==> src/rtl/calc_cu.sv <==
// calc_cu: Moore controller for the 4-bit calculator datapath.
// A go request clears R0, loads in1/in2 into R1/R2, runs the latched opcode
// into R3, then presents R3 on the output with done high until go drops.
// Control outputs are registered: each edge loads the decode of the state
// being entered, so they always match the decode of the current cs.
module calc_cu #(
   parameter logic [1:0] ZERO_ADDR = 2'b00,
   parameter logic [1:0] A_ADDR    = 2'b01,
   parameter logic [1:0] B_ADDR    = 2'b10,
   parameter logic [1:0] RES_ADDR  = 2'b11
) (
   input  logic       clk,
   input  logic       rst,
   input  logic       go,
   input  logic [1:0] op,
   output logic [1:0] s1,
   output logic [1:0] wa,
   output logic       we,
   output logic [1:0] raa,
   output logic       rea,
   output logic [1:0] rab,
   output logic       reb,
   output logic [1:0] c,
   output logic       s2,
   output logic       done,
   output logic       busy,
   output logic [2:0] cs
);

   typedef enum logic [2:0] {
      IDLE  = 3'b000,
      INIT  = 3'b001,
      LOAD1 = 3'b010,
      LOAD2 = 3'b011,
      EXEC  = 3'b100,
      DONE  = 3'b101
   } state_t;

   typedef struct packed {
      logic [1:0] s1;
      logic [1:0] wa;
      logic       we;
      logic [1:0] raa;
      logic       rea;
      logic [1:0] rab;
      logic       reb;
      logic [1:0] c;
      logic       s2;
      logic       done;
      logic       busy;
   } ctl_t;

   state_t     st;
   logic [1:0] op_r;
   ctl_t       ctl_q;

   // Sequencing: every non-IDLE/DONE state advances unconditionally.
   function automatic state_t next_of(input state_t s, input logic g);
      state_t n;
      n = IDLE;
      case (s)
         IDLE:    n = g ? INIT : IDLE;
         INIT:    n = LOAD1;
         LOAD1:   n = LOAD2;
         LOAD2:   n = EXEC;
         EXEC:    n = DONE;
         DONE:    n = g ? DONE : IDLE;
         default: n = IDLE;
      endcase
      return n;
   endfunction

   // Per-state control word; anything not set stays zero.
   function automatic ctl_t decode(input state_t s, input logic [1:0] opc);
      ctl_t k;
      k = '0;
      case (s)
         INIT: begin
            k.s1 = 2'b01; k.wa = ZERO_ADDR; k.we = 1'b1; k.busy = 1'b1;
         end
         LOAD1: begin
            k.s1 = 2'b11; k.wa = A_ADDR; k.we = 1'b1; k.busy = 1'b1;
         end
         LOAD2: begin
            k.s1 = 2'b10; k.wa = B_ADDR; k.we = 1'b1; k.busy = 1'b1;
         end
         EXEC: begin
            k.rea = 1'b1; k.raa = A_ADDR; k.reb = 1'b1; k.rab = B_ADDR;
            k.c = opc; k.s1 = 2'b00; k.wa = RES_ADDR; k.we = 1'b1;
            k.busy = 1'b1;
         end
         DONE: begin
            // R3 + R0 (zero) through the ALU puts the result on the output.
            k.rea = 1'b1; k.raa = RES_ADDR; k.reb = 1'b1; k.rab = ZERO_ADDR;
            k.c = 2'b00; k.s2 = 1'b1; k.done = 1'b1;
         end
         default: k = '0;
      endcase
      return k;
   endfunction

   // State, opcode latch and registered control outputs.
   always_ff @(posedge clk) begin
      if (rst) begin
         st    <= IDLE;
         op_r  <= 2'b00;
         ctl_q <= decode(IDLE, 2'b00);
      end else begin
         st    <= next_of(st, go);
         if (st == IDLE && go)
            op_r <= op;
         // op_r is already settled whenever EXEC is the state being entered.
         ctl_q <= decode(next_of(st, go), op_r);
      end
   end

   assign cs   = st;
   assign s1   = ctl_q.s1;
   assign wa   = ctl_q.wa;
   assign we   = ctl_q.we;
   assign raa  = ctl_q.raa;
   assign rea  = ctl_q.rea;
   assign rab  = ctl_q.rab;
   assign reb  = ctl_q.reb;
   assign c    = ctl_q.c;
   assign s2   = ctl_q.s2;
   assign done = ctl_q.done;
   assign busy = ctl_q.busy;

endmodule
==> config.mk <==
export PLATFORM = sky130hd
export DESIGN_NAME = calc_cu
export DESIGN_NICKNAME = d
export VERILOG_FILES = /design/src/rtl/calc_cu.sv
export SDC_FILE = /design/constraint.sdc
export NUM_CORES = 1
export LEC_CHECK = 0
export ABC_AREA = 1
export BUFFER_PORTS_ARGS = -buffer_cell sky130_fd_sc_hd__buf_2
export CAP_MARGIN = 20
export CORE_MARGIN = 2
export CORE_UTILIZATION = 40
export CTS_CLUSTER_DIAMETER = 30
export CTS_CLUSTER_SIZE = 24
export DETAILED_ROUTE_END_ITERATION = 16
export HOLD_SLACK_MARGIN = 0.1
export PLACE_DENSITY = 0.75
export SLEW_MARGIN = 25
export SYNTH_ARGS = -nofsm -noshare
export SYNTH_HDL_FRONTEND = slang
export SYNTH_SLANG_ARGS = --single-unit
==> constraint.sdc <==
create_clock -name clk -period 1.1 [get_ports clk]
set_input_delay 0.165 -clock clk [delete_from_list [all_inputs] [get_ports clk]]
set_output_delay 0.165 -clock clk [all_outputs]
set_load 0.05 [all_outputs]
==> results.toml, run 1 <==
[grt]
antenna_found_initial = 0
track_usage = 0.122
grt_pass1_wl_mm = 1.58
grt_pass1_vias = 379
grt_max_degree = 10
overflow = 0

[routing]
drc_errors = 0
wire_per_inst_um = 9.15
via_count = 439
wl_um = 942
viasPerCell = 4.26
ant_nets = 0
drtIter0Drc = 2
drt_pass1_iterations = 4

[setup_path]
crit_chain = "buf_2"
path_delay_family = "flip-flops"
critical_path_class = "flop to output pin"
cp.required_ps = 940
reg2reg_slack_ps = 210
critPathLaunchType = "flop"
crit_slowest_cell = "dfxtp_1"
ff2ff_path_depth = 4
max_stage_delay_ps = 350
critPathMaxFanout = 3
endpoint_kind = "output pin"
crit_buf_inv = 1
arrival_ps = 900
reg2reg_to = "op_r[1]"
reg2reg_from = "cs[0]"

[sta]
tns_ps = 0
rsz0062_at_grt = "true"
setup_viol = 0
maxSlewViolCount = 0
fin_crit_sh = 0.970
skew_ps = 2.52
period_needed_ps = 1070
hold_viol_final = 0
holdWs_ps = 120
timing.fmax_mhz = 938

[clock_network]
cts.sinks = 16
h-tree-depth = 1
cts_buffer_depth = 2
hold_buffers = 0
clk_pin_slew_ps = 90
clockRootBuffer = "clkbuf_4"
cts_buffers = 3
clk_latency_ps = 270
tritoncts = "done"

[hold_path]
hp-start = "rst"
hold_depth = 2
holdPathEnd = "s1[0]"
hp-class = "input port to flop"

[final_layout]
final_cells = 103
stdcell_area_um2 = 746
nets = 94
area_delta_synth_final_pct = 24.7
n_antenna_cell = 0
layout-drive-gt1-share = 0.489
fill_cells = 127

[status]
status = "completed"

[placement]
placed_cells = 99
postPlaceCellArea_um2 = 693
gp_congestion = 0.745
io_buffers = 22
hpwl_um = 733

[power_and_ir_drop]
p_leak_nw = 0.389
p_clk_frac = 0.266
ir_drop_mv = 0.689
power_switching_share = 0.334
power.density_nw_per_um2 = 1860
power_frac_comb = 0.257
intPower_uw = 921
p_total_mw = 1.38
power_frac_seq = 0.477
p_sw_uw = 462

[yosys]
syn_area_um2 = 598
ys_seq_area_frac = 0.536
synthCells = 67
synth_nets = 72
yosysWarningCount = 0
ys_ff_latch = 16
ys_types = 18
avgSynthCellArea_um2 = 8.93

[floorplanning]
coreArea_um2 = 1350
dieArea_um2 = 1820
row_count = 13
die_w_um = 42.7
start_util = 0.443
io_pins = 24
die_y_um = 42.7

[run]
maxCapViolations = 0
-- routing by layer --
| metal | vias to the layer above | part of all wire | track usage | wire length [um] |
|---|---|---|---|---|
| met3 | 2 | 0.063 | 0.0255 | 59 |
| met1 | 177 | 0.45 | 0.148 | 422 |
| li1 | 243 | - | - | - |
| met4 | 0 | 0.021 | 0.113 | 20 |
| met5 | - | 0 | 0 | 0 |
| met2 | 17 | 0.47 | 0.176 | 439 |
-- power by group through the flow --
| stage | Clock, mW | Sequential (mW) | Combinational (mW) |
|---|---|---|---|
| CTS | 0.377 | 0.660 | 0.350 |
| global placement | 0 | 0.669 | 0.341 |
| finish | 0.368 | 0.660 | 0.356 |
| detailed placement | 0 | 0.673 | 0.344 |
| floorplan | 0 | 0.795 | 0.164 |
| global route | 0.401 | 0.667 | 0.378 |
-- how the worst max path moves through the flow --
stage                   end  slack [ps]  cells after the start    from
floorplan            raa[0]          20                      1  raa[0]
CTS                   cs[0]           9                      1   cs[0]
global route            reb          -2                      1  raa[0]
global placement    op_r[0]         240                      4   cs[0]
detailed placement  op_r[0]         230                      4   cs[0]
finish                  reb          30                      1  raa[0]
-- Yosys cell counts (all sizes together) --
master,count,area share
dfxtp,16,0.54
nor2,13,0.10
inv,11,0.069
nand2,8,0.080
o21ai,7,0.096
buf,5,0.063
a21oi,3,0.025
nand3,2,0.017
clkinv,1,0.0063
conb,1,0.0063
-- per-stage QoR --
step                      setup slack [ps]   util
after floorplan                       20.9      -
after global placement                 242  0.513
after detailed placement               233  0.513
after CTS                             9.01  0.546
after global routing                 -2.22  0.552
final                                 33.5  0.552
-- cells by family (layout without fill, tap and decap cells) --
group / after synthesis / after routing / share of synthesized area
other: 1 / 1 / 0.00627
AOI/OAI and AO/OA: 10 / 10 / 0.121
DFF: 16 / 16 / 0.536
and+or+nand+nor: 23 / 23 / 0.199
buffers and inverters: 17 / 38 / 0.138
-- layout by cell type, fill, tap and decap left out, drive strengths merged --
master	n
nand2	8
nor2	13
dfxtp	16
o21ai	7
nand3	2
conb	1
clkbuf	6
buf	20
clkinv	1
inv	11
a21oi	3
-- worst register-to-register path: cells and delay by family, from the launching register on --
kind             cells  cell delay (ps)
DFF                  1              380
and+or+nand+nor      4              410
-- cell type report --
class                           instances  area [um2]  share of cell area
Clock buffer                            4        36.3              0.0487
Inverter                               12        45.0              0.0604
Multi-Input combinational cell         34         195               0.262
Sequential cell                        16         324               0.435
Tap cell                               15        18.8              0.0252
Timing Repair Buffer                   22         126               0.169
-- flip-flops by register name, indices dropped and copies added (netlist names) --
name  cells
s1        2
cs        3
rab       1
raa       2
op_r      2
c         2
s2        1
we        1
wa        2
-- what timing repair did --
action / 4_1_cts / 5_1_grt
resized for setup: 3 / 3
setup buffers: 0 / 0
setup endpoints to repair: 3 / 5
(Power assumes the default switching activity.)
==> run 2: changes to the inputs <==
- ABC_AREA: 1 -> default
==> results.toml, run 2 <==
[setup_path]
crit_slowest_cell = "or3b_4"
cp.required_ps = 1330
crit_chain = "buf_6, or3b_4, o2bb2ai_2"
arrival_ps = 1330
ff2ff_path_depth = 3
critical_path_class = "flop to flop"
endpoint_kind = "flop"
critPathLaunchType = "flop"
max_stage_delay_ps = 410
critPathMaxFanout = 4

[sta]
rsz0062_at_grt = "true"
maxSlewViolCount = 0
fin_crit_sh = 1.01
setup_viol = 1
skew_ps = 3.03
hold_viol_final = 0
tns_ps = -6.06
finalWorstSetupSlack_ps = -6.06
period_needed_ps = 1110
timing.fmax_mhz = 904

[hold_path]
hold_depth = 3
hp-class = "input port to flop"

[routing]
wire_per_inst_um = 11.4
wl_met2_um = 499
drtIter0Drc = 6
wl_mm = 1.05
wl_met1_um = 451
met3_wirelength_um = 55
ant_nets = 0
drt_pass1_iterations = 5
via_count = 455
viasPerCell = 4.95
drc_errors = 0
dr.max_layer_used = "met4"

[yosys]
ys_top_cells_by_area = "dfxtp_1 (55%), buf_4 (7.7%), nand2b_1 (4.3%)"
ys_ff_latch = 16
synth-edff-count = 0
synth_nets = 59
yosysMostFrequentCell = "dfxtp_1"
syn_area_um2 = 583
ys_seq_area_frac = 0.549
synthCells = 54
synth_async_sr_flop_share = 0
avgSynthCellArea_um2 = 10.8
yosysWarningCount = 0
ys_types = 21
synth_top_cells_by_count = "dfxtp_1 (16), buf_4 (6), nand2b_1 (4), nor3_1 (4), inv_1 (3)"
synth_top_area_cell = "dfxtp_1"
synth_top_area_frac = 0.549
synthFlopType = "dfxtp_1"

[final_layout]
multi_input_area_um2 = 233
fin_util = 0.601
final_common_cell = "buf_2"
area_delta_synth_final_pct = 37.6
final_cell_mix = "buf_2 (19), dfxtp_1 (13), nand2b_1 (4), nor3_1 (4), buf_4 (4)"
nets = 83
largest_register_ffs = 3
fill_cells = 116
n_antenna_cell = 0
layout-drive-gt1-share = 0.506
stdcell_area_um2 = 802
final_cells = 92
regArea_um2 = 329

[floorplanning]
io_pins = 24
row_count = 13
die_w_um = 42.2
dieArea_um2 = 1780
die_y_um = 42.2
start_util = 0.437
coreArea_um2 = 1330

[placement]
placed_cells = 84
postPlaceCellArea_um2 = 677
gp_congestion = 0.766
hpwl_um = 655
io_buffers = 22
place_ws_ps = 53.7

[status]
violations = "negative setup slack"
status = "finished, violations left"

[run]
maxCapViolations = 0

[grt]
antenna_found_initial = 0
grt_pass1_wl_mm = 1.44
track_usage = 0.115
overflow = 0
grt_pass1_vias = 330
grt_max_degree = 13

[clock_network]
cts_buffers = 3
clk_latency_ps = 290
hold_buffers = 0
clk_pin_slew_ps = 90
clockRootBuffer = "clkbuf_4"
cts_buffer_depth = 2
cts.sinks = 16
tritoncts = "done"
h-tree-depth = 1

[power_and_ir_drop]
p_leak_nw = 0.385
ir_drop_mv = 0.836
power.density_nw_per_um2 = 1780
[run 2: cell count changes after synthesis, sizes merged, moves of 3 or more]
cell and change:
o21ai -7, inv -8, a21oi -3, nor3 +4
nand2 -8, nand2b +4, nor2 -11
[run 2: final timing paths]
kind	slack (ps)	end	startpoint
worst max-delay path	-6	raa[0]	cs[1]
worst min-delay path	130	op_r[0]	op[0]
worst max register to register	-6	raa[0]	cs[1]
worst min register to register	480	op_r[1]	op_r[1]
[run 2: power breakdown]
group	internal, mW	total [mW]	switching [mW]	leakage (nW)
Clock	0.202	0.383	0.181	0.0210
Sequential	0.624	0.655	0.0318	0.133
Combinational	0.138	0.392	0.254	0.231
Total	0.963	1.43	0.467	0.385
[run 2: through the flow]
step	hold slack [ps]	power, mW
floorplan	261	0.931
global placement	427	0.981
detailed placement	436	0.984
CTS	130	1.40
global route	128	1.49
finish	131	1.43
[run 2: final cells by class]
class                           instances  area share
Inverter                                3      0.0140
Tap cell                               15      0.0234
Timing Repair Buffer                   27       0.217
Multi-Input combinational cell         27       0.290
Sequential cell                        16       0.410
Clock buffer                            4      0.0452
[run 2: metal layers]
metal | global-route usage | vias to the layer above
li1 | - | 227
met4 | 0.150 | 0
met2 | 0.157 | 16
met5 | 0 | -
met1 | 0.128 | 208
met3 | 0.0259 | 4
[run 2: logic make-up (layout without fill, tap and decap cells)]
| logic type | count (synthesis) | count (layout) | share of synthesized area |
|---|---|---|---|
| DFF | 16 | 16 | 0.549 |
| other | 1 | 1 | 0.00643 |
| and+or+nand+nor | 17 | 17 | 0.195 |
| muxes | 2 | 2 | 0.0343 |
| AOI/OAI and AO/OA | 6 | 6 | 0.0880 |
| xor gates and xnor gates | 1 | 1 | 0.0150 |
| buffers and inverters | 11 | 34 | 0.112 |
[run 2: worst max-delay path, delay by kind of cell, from the launching register on]
kind / cells / cell delay [ps]
buf+inv: 1 / 130
simple gates: 1 / 410
compound gates: 1 / 150
flops: 1 / 370
[run 2: repair_timing]
action                                  CTS  global route
cloned                                    0             0
endpoints found under the setup margin    3             8
hold endpoints to repair                  0             0
gates resized for setup                   7             6
setup buffers                             2             2
pin swaps                                 0             2
==> run 3: changes to the inputs <==
- CORE_UTILIZATION: 40 -> 35
- PLACE_DENSITY: 0.75 -> 0.68
==> results.toml, run 3 (synthesis gave the netlist of run 2 again) <==
[hold_path]
hp-class = "input port to flop"

[power_and_ir_drop]
p_total_mw = 1.40
power.density_nw_per_um2 = 1800
p_leak_nw = 0.376
ir_drop_mv = 1.09

[setup_path]
critical_path_class = "flop to flop"
endpoint_kind = "flop"
cp.required_ps = 1310
crit_chain = "buf_6, or3b_4, o2bb2ai_2"
max_stage_delay_ps = 400
arrival_ps = 1300
critPathLaunchType = "flop"
crit_slowest_cell = "or3b_4"
critPathMaxFanout = 5

[clock_network]
cts.sinks = 16
clockRootBuffer = "clkbuf_4"
tritoncts = "done"
h-tree-depth = 1
cts_buffers = 3
clk_pin_slew_ps = 80
clk_latency_ps = 280
cts_buffer_depth = 2

[sta]
maxSlewViolCount = 0
timing.fmax_mhz = 920
rsz0062_at_grt = "true"
period_needed_ps = 1090
setup_viol = 0
holdWs_ps = 132
skew_ps = 1.05
hold_viol_final = 0
fin_crit_sh = 0.988
finalWorstSetupSlack_ps = 13.3

[grt]
grtUsageMet1 = 0.105
grt_max_degree = 13
met3_usage = 0.0640
track_usage = 0.101
grt_pass1_wl_mm = 1.39
antenna_found_initial = 0
overflow = 0
grt_use_met2 = 0.157
grt_busiest_layer = "met2"
grt_pass1_vias = 333

[final_layout]
area_delta_synth_final_pct = 33.3
nets = 82
final_cell_mix = "buf_2 (19), dfxtp_1 (13), nand2b_1 (4), nor3_1 (4)"
layout-drive-gt1-share = 0.500
n_antenna_cell = 0
largest_register_ffs = 3
final_common_cell = "buf_2"

[routing]
via_count = 434
viasPerCell = 4.72
drc_errors = 0
wl_um = 980
drtIter0Drc = 7
wire_per_inst_um = 10.7
drt_pass1_iterations = 4
ant_nets = 0

[placement]
place_ws_ps = 57.4
io_buffers = 22
gp_congestion = 0.641
hpwl_um = 650

[run]
maxCapViolations = 0

[floorplanning]
die_y_um = 44.8
row_count = 14
io_pins = 24
die_w_um = 44.8
dieArea_um2 = 2010
coreArea_um2 = 1540
start_util = 0.378

[status]
status = "completed"
run 3: changes by cell type in the layout (fill, tap and decap cells not counted), sizes merged:
| cell | before | now |
|---|---|---|
| buf | 27 | 26 |
run 3: final cells by class:
class	instances	area (um2)
inverters	3	11.3
clock buffers	4	36.3
flip-flops and latches	16	329
well taps	16	20.0
repair buffers	26	166
multi-input cells	27	214
fillers	161	764
run 3: worst paths after layout:
kind | from | endpoint | slack (ps) | cells past startpoint
max | cs[1] | cs[2] | 10 | 3
min | op[1] | op_r[1] | 130 | 3
max reg2reg | cs[1] | cs[2] | 10 | 3
min reg2reg | op_r[1] | op_r[1] | 470 | 2
run 3: critical path, delay by kind of cell (launching register included):
kind	cells	cell delay [ps]
compound gates	1	140
simple gates	1	400
flops	1	360
buf+inv	1	120
run 3: timing repair:
item	CTS	global route
setup endpoints to repair	3	10
buffers inserted	1	2
pin swaps	0	2
hold buffers	0	0
gates resized for setup	4	7
run 3: through the flow:
| step | cell area (um2) | TNS, ps | cells | util |
|---|---|---|---|---|
| 6_report | 777 | 0 | 92 | 0.504 |
| 5_1_grt | 777 | -243 | 92 | 0.504 |
| 4_1_cts | 733 | -22.2 | 90 | 0.476 |
| 3_5_place_dp | 678 | 0 | 85 | 0.440 |
| 3_3_place_gp | 678 | 0 | 85 | 0.440 |
| 2_1_floorplan | 598 | -135 | 54 | - |
run 3: routing by layer:
layer / wire length (um) / vias up
met3: 96 / 0
met1: 397 / 191
met5: 0 / -
met4: 0 / 0
li1: - / 225
met2: 486 / 18
run 3: where the power goes:
group / internal [mW] / switching (mW)
Clock: 0.201 / 0.169
Combinational: 0.127 / 0.247
Sequential: 0.624 / 0.0290
Total: 0.952 / 0.445
